$ cat src/rtl/spi_adc_sampler.sv
// spi_adc_sampler: reads a CS-framed, MSB-first serial ADC (MCP3201 style)
// once per frame, paced by rising edges of a same-domain divided clock.
// The divided clock is only sampled as data; every register runs on inClock.
//
// Output handshake: sample_valid is a one-cycle strobe with no backpressure.
// sample changes only in the cycle sample_valid is high and then holds until
// the next strobe; a consumer that misses a strobe simply loses that word.
module spi_adc_sampler #(
  parameter int DATA_BITS  = 12,
  parameter int LEAD_BITS  = 3,
  parameter int IDLE_TICKS = 2
) (
  input  logic                 inClock,
  input  logic                 rst,
  input  logic                 div_clk,
  input  logic                 enable,
  input  logic                 adc_miso,
  output logic                 adc_cs_n,
  output logic                 adc_sclk,
  output logic [DATA_BITS-1:0] sample,
  output logic                 sample_valid,
  output logic                 busy
);

  localparam int FRAME_BITS = LEAD_BITS + DATA_BITS;
  localparam int CNT_W      = $clog2(FRAME_BITS + 1);
  localparam int IDLE_W     = (IDLE_TICKS > 1) ? $clog2(IDLE_TICKS) : 1;
  localparam logic [CNT_W-1:0]  FRAME_LAST = CNT_W'(FRAME_BITS);
  localparam logic [IDLE_W-1:0] IDLE_LAST  = IDLE_W'(IDLE_TICKS - 1);

  typedef enum logic [1:0] {
    IDLE  = 2'd0,
    SETUP = 2'd1,
    SHIFT = 2'd2,
    DONE  = 2'd3
  } state_t;

  state_t               state, state_nxt;
  logic                 div_q;
  logic                 tick;
  logic [IDLE_W-1:0]    idle_cnt, idle_cnt_nxt;
  logic [CNT_W-1:0]     bit_cnt, bit_cnt_nxt;
  logic [DATA_BITS-1:0] shift, shift_nxt;
  logic [DATA_BITS-1:0] sample_nxt;
  logic                 cs_n_nxt, sclk_nxt, valid_nxt;

  // One-cycle strobe on each rising edge of the divided clock.
  assign tick = div_clk & ~div_q;
  assign busy = (state != IDLE);

  // State and datapath registers; reset parks the bus idle and clears data.
  always_ff @(posedge inClock) begin
    if (rst) begin
      state        <= IDLE;
      div_q        <= 1'b0;
      idle_cnt     <= '0;
      bit_cnt      <= '0;
      shift        <= '0;
      adc_cs_n     <= 1'b1;
      adc_sclk     <= 1'b0;
      sample       <= '0;
      sample_valid <= 1'b0;
    end else begin
      state        <= state_nxt;
      div_q        <= div_clk;
      idle_cnt     <= idle_cnt_nxt;
      bit_cnt      <= bit_cnt_nxt;
      shift        <= shift_nxt;
      adc_cs_n     <= cs_n_nxt;
      adc_sclk     <= sclk_nxt;
      sample       <= sample_nxt;
      sample_valid <= valid_nxt;
    end
  end

  // Next-state and output decode; everything holds except on tick cycles,
  // and the valid strobe drops on any cycle it is not explicitly raised.
  always_comb begin
    state_nxt    = state;
    idle_cnt_nxt = idle_cnt;
    bit_cnt_nxt  = bit_cnt;
    shift_nxt    = shift;
    cs_n_nxt     = adc_cs_n;
    sclk_nxt     = adc_sclk;
    sample_nxt   = sample;
    valid_nxt    = 1'b0;
    if (tick) begin
      case (state)
        IDLE: begin
          if (enable) begin
            if (idle_cnt == IDLE_LAST) begin
              cs_n_nxt     = 1'b0;
              idle_cnt_nxt = '0;
              state_nxt    = SETUP;
            end else begin
              idle_cnt_nxt = idle_cnt + 1'b1;
            end
          end
        end
        SETUP: begin
          bit_cnt_nxt = '0;
          state_nxt   = SHIFT;
        end
        SHIFT: begin
          if (!adc_sclk) begin
            // Capture on the rising SCLK edge; lead bits fall off the top.
            sclk_nxt    = 1'b1;
            shift_nxt   = DATA_BITS'({shift, adc_miso});
            bit_cnt_nxt = bit_cnt + 1'b1;
          end else begin
            sclk_nxt = 1'b0;
            if (bit_cnt == FRAME_LAST) begin
              state_nxt = DONE;
            end
          end
        end
        DONE: begin
          cs_n_nxt     = 1'b1;
          sample_nxt   = shift;
          valid_nxt    = 1'b1;
          idle_cnt_nxt = '0;
          state_nxt    = IDLE;
        end
        default: state_nxt = IDLE;
      endcase
    end
  end

endmodule
$ cat config.mk
export PLATFORM = sky130hd
export DESIGN_NAME = spi_adc_sampler
export DESIGN_NICKNAME = d
export VERILOG_FILES = /design/src/rtl/spi_adc_sampler.sv
export SDC_FILE = /design/constraint.sdc
export NUM_CORES = 1
export LEC_CHECK = 0
export CELL_PAD_IN_SITES_DETAIL_PLACEMENT = 0
export CELL_PAD_IN_SITES_GLOBAL_PLACEMENT = 1
export CORE_MARGIN = 8
export CORE_UTILIZATION = 39
export DETAILED_ROUTE_END_ITERATION = 16
export GPL_ROUTABILITY_DRIVEN = 0
export GPL_TIMING_DRIVEN = 0
export PLACE_DENSITY = 0.75
export SETUP_SLACK_MARGIN = 0.02
export SYNTH_ARGS = -nofsm -noshare
export SYNTH_HDL_FRONTEND = slang
export SYNTH_SLANG_ARGS = --single-unit
$ cat constraint.sdc
create_clock -name inClock -period 2.1 [get_ports inClock]
set_clock_uncertainty 0.1 [all_clocks]
set_input_delay 0.42 -clock inClock [delete_from_list [all_inputs] [get_ports inClock]]
set_output_delay 0.42 -clock inClock [all_outputs]
set_load 0.03 [all_outputs]
=== Word level (Yosys, flattened, before mapping) ===
Index checks and enable logic that the tools add are counted.

* Mux-type cells: 15
* $add $sub $neg: 2
* Reduce and logical (&&, ||, !) cells: 12
* Bitwise operators: 4
* Equal/unequal tests: 9

{| class="wikitable"
|+ Operators by type and width
! operator !! number
|-
| 2-bit inequality test (second input constant) || 5
|-
| 3-bit AND reduction || 3
|-
| 2-bit 2-to-1 mux || 4
|-
| 2-bit one-hot mux with 4 select lines || 1
|-
| 4-bit one-hot mux with 2 select lines || 1
|-
| 1-bit 2-to-1 mux || 6
|-
| 2-bit nonzero test || 3
|-
| 5-bit AND reduction || 1
|-
| 4-bit by 1-bit adder with 4-bit output (second input constant) || 1
|-
| 2-bit == test (second input constant) || 2
|-
| 4-bit == test (second input constant) || 1
|-
| 4-bit 2-to-1 mux || 1
|-
| 1-bit one-hot mux with 2 select lines || 2
|-
| 2-bit AND reduction || 2
|-
| 4-bit AND reduction || 1
|-
| 1-bit inverter || 3
|-
| 2-bit by 1-bit == test with 1-bit output (second input constant) || 1
|-
| 2-bit logical NOT || 1
|-
| 2-bit OR reduction || 1
|-
| 1-bit adder (second input constant) || 1
|-
| 1-bit AND || 1
|}

* Logic and storage cells: 51
* Output and inout bits: 16
* Input port bits: 5
* Register bits: 35

=== Longest topological paths before layout ===
* Word-level depth: 4
* Mapped depth: 7
* Gate-level depth less buffers: 6

=== Least setup slack after synthesis ===
OpenSTA, ideal clock, no wires.

* Path type: register -> register
* From: register state[0]
* To: register bit_cnt[2]
* Clock period less this slack: 1.565 ns
* Cell stages (with the launch flop): 8
* Arrival: 1.395 ns
* Required time: 1.930 ns
* Path slack: 0.535 ns
* Cell sequence: dfxtp_1 -> inv_1 -> ha_1 -> buf_6 -> nor2b_4 -> o21ai_2 -> or3_1 -> a21oi_1

* Word-level cells in the longest chain between the ends: 3
* Elaborated cells on any way between the ends: 6
* Those cells by class: eq/ne (3); mux (1); reduce/logical (2)

{| class="wikitable"
|+ Ends and longest elaborated chain
! element !! RTL line !! text
|-
| from (decl) || 38 || <nowiki>state_t state, state_nxt;</nowiki>
|-
| from (signal assigned) || 64 || <nowiki>state <= state_nxt;</nowiki>
|-
| 2-bit == test / 2-bit by 1-bit == test with 1-bit output (equally long branches) || 88 || <nowiki>case (state)</nowiki>
|-
| 2-bit inequality test (no source line) / 2-bit nonzero test (equally long branches) || n/a ||
|-
| 3-bit AND reduction (no source line) || n/a ||
|-
| to (signal assigned) || 67 || <nowiki>bit_cnt <= bit_cnt_nxt;</nowiki>
|-
| to (decl) || 42 || <nowiki>logic [CNT_W-1:0] bit_cnt, bit_cnt_nxt;</nowiki>
|}

Parallel ways exist; a longest one is shown, timed or not.
A chain may end at the register's enable or synchronous reset.

=== Worst setup path in the final report ===
* From: register adc_sclk
* To: output adc_sclk

{| class="wikitable"
|+ RTL lines
! element !! RTL line !! text
|-
| from (decl) || 19 || <nowiki>output logic adc_sclk,</nowiki>
|-
| from (signal assigned) || 70 || <nowiki>adc_sclk <= sclk_nxt;</nowiki>
|}

No word-level cell between the ends.

==> flow_summary.ini <==
[layout]
drive_gt1_share_pct = 9.09
layout.cells.non_filler = 246
final_util_pct = 50.4
design_area_um2 = 1820
area_growth_pct = 26.3
diodes = 0
nets = 208

[floorplanning]
num_io_pins = 21
die_x_um = 76.7
core_area_um2 = 3610
die-area_um2 = 5890
rows = 22
start_util_pct = 39.9
die_y_um = 76.7

[min_path]
hold_class = register to register

[yosys]
yosys.cell_count.top_type = nand2_1
netlist.top_cell.by_area = dfxtp_1
synthTopCellsByCount = nand2_1, dfxtp_1, a21oi_1
synth_edf_count = 0
synthCells = 171
synthFlopType = dfxtp_1
synth_nets = 182
ys_top_cells_by_area = dfxtp_1, nand2_1, a21oi_1
yosysUniqueCellTypes = 31
ys_warn_count = 0
synth.top_cell.area_share_pct = 48.7
ys_ff_latch = 35
avgSynthCellArea_um2 = 8.41
mappedNetlistArea_um2 = 1440
seq_area_frac_synth_pct = 48.7
async_flop_share_pct = 0

[sta]
slew_viol_final = 0
fin_setup_tns_ps = 0
setup_ws_ps = 137
max_slew_margin_pct = 68.2
hold_viol_final = 0
worstMarginPinSlew_ps = 478
finalCritPeriodShare_pct = 93.5
rsz0062_at_grt = false
max_freq_mhz = 509
setup_viol = 0
post-route-min-period_ps = 1960
hold-worst-slack_ps = 355

[power]
powerDensity_nw_per_um2 = 789
total_power_mw = 1.43
peakVddDrop_v = 0.000407
leakage_nw = 0.634

[setup_path]
cp.arrival_ps = 1440
cp_top_family = buffers and inverters
max_stage_delay_ps = 710
worstPathRequired_ps = 1580
worstSetupEndpointType = primary output
cp_max_fo = 6
start_kind = register
reg2reg_slack_ps = 390
cp_cell_sequence = clkdlybuf4s50_1
crit_buf_inv = 1
crit_type = register to primary output
slowest_stage = clkdlybuf4s50_1

[cts]
clock-root-buffer = clkbuf_8
clk_latency_ps = 280
cts_tree = done
cts_sinks = 35
htreeDepth = 2
post_cts_buffers = 0
cts-buffers-inserted = 5
clk_pin_slew_worst_paths_ps = 70
cts_buffer_depth = 2
cts_hold_buffers = 0

[grt]
grt-ovfl-total = 0
grt_usage_pct = 10.7
grt_pass1_vias = 1168
grt_max_degree = 12
grt_pass1_wl_mm = 5.27
antenna_found_initial = 0

[placement]
dp.cells = 238
dpl-instance-area_um2 = 1690
portBuffers = 19
dp_hpwl_mm = 2.17
pre_cts_slack_ps = 41.8

[run_status]
outcome = completed

[route]
postRouteAntennaNets = 0
drtIter0Drc = 46
post-route-drc-count = 0
vias = 1182
firstDrtPassIters = 4
via_per_inst = 4.80
wl_mm = 2.96
wire_per_inst_um = 12.0

[flow_run]
cap_violations = 0
[state kept, by name, indices dropped and copies added (netlist names)]
register / count
sample_valid: 1
idle_cnt: 1
adc_sclk: 1
state: 2
sample: 12
shift: 12
div_q: 1
bit_cnt: 4
adc_cs_n: 1
[logic make-up (layout without fill, tap and decap cells)]
family	after synthesis	in the layout	synth area share, %
compound gates	39	39	15.7
flops	35	35	48.7
buf+inv	13	40	5.30
xor+xnor	1	1	0.609
fa+ha+maj	6	6	5.22
simple gates	76	76	23.7
mux	1	1	0.696
[placed cells by master, fill, tap and decap left out, types with 2 or more instances in the layout]
cell             netlist  final
a211oi_1               2      2
a21oi_1               29     29
and2b_1                2      2
buf_4                  3      3
buf_6                  2      2
bufinv_16              0      2
clkbuf_1               4      5
clkbuf_8               0      5
clkdlybuf4s50_1        0     18
dfxtp_1               35     35
ha_1                   6      6
inv_1                  3      3
nand2_1               56     56
nor2_1                 7      7
nor2b_1                2      2
o21ai_0                2      2
[final timing paths]
check,depth (start not counted),to,startpoint
hold reg to reg,2,sample[11],sample[11]
setup / recovery,1,adc_sclk,adc_sclk
setup reg to reg,7,shift[7],state[0]
hold / removal,2,sample[11],sample[11]
[repair_timing]
item                                    CTS  global route
gates resized for setup                   2             1
endpoints found under the setup margin    1             1
pin swaps                                 0             0
[cell type report]
type,instances,area [um2]
inverters,3,11.3
clock inverters,2,60.1
repair buffers,19,185
multi-input cells,123,662
flip-flops and latches,35,701
well taps,48,60.1
plain buffers,10,65.1
fillers,377,1790
clock buffers,6,72.6
[worst reg2reg max path, cell delays in order (launching register included)]
cell       delay (ps)
dfxtp_1           390
inv_1             100
ha_1              210
buf_6             140
nand4bb_1         200
buf_2             260
nand2_1            80
a21oi_1           150
[metal layers]
layer	routed length (um)	share of wire, %	track usage [%]
met5	0	0	0
met4	35	1.2	3.46
met2	1300	44	16.3
met3	206	7.0	5.13
met1	1420	48	12.7
[power by group]
group	switching, mW	internal (mW)	total (mW)
logic	0.0335	0.0231	0.0566
registers	0.00357	0.668	0.672
clock network	0.231	0.474	0.706
total	0.268	1.17	1.43
Note: power is estimated with default switching activity, not from simulation.
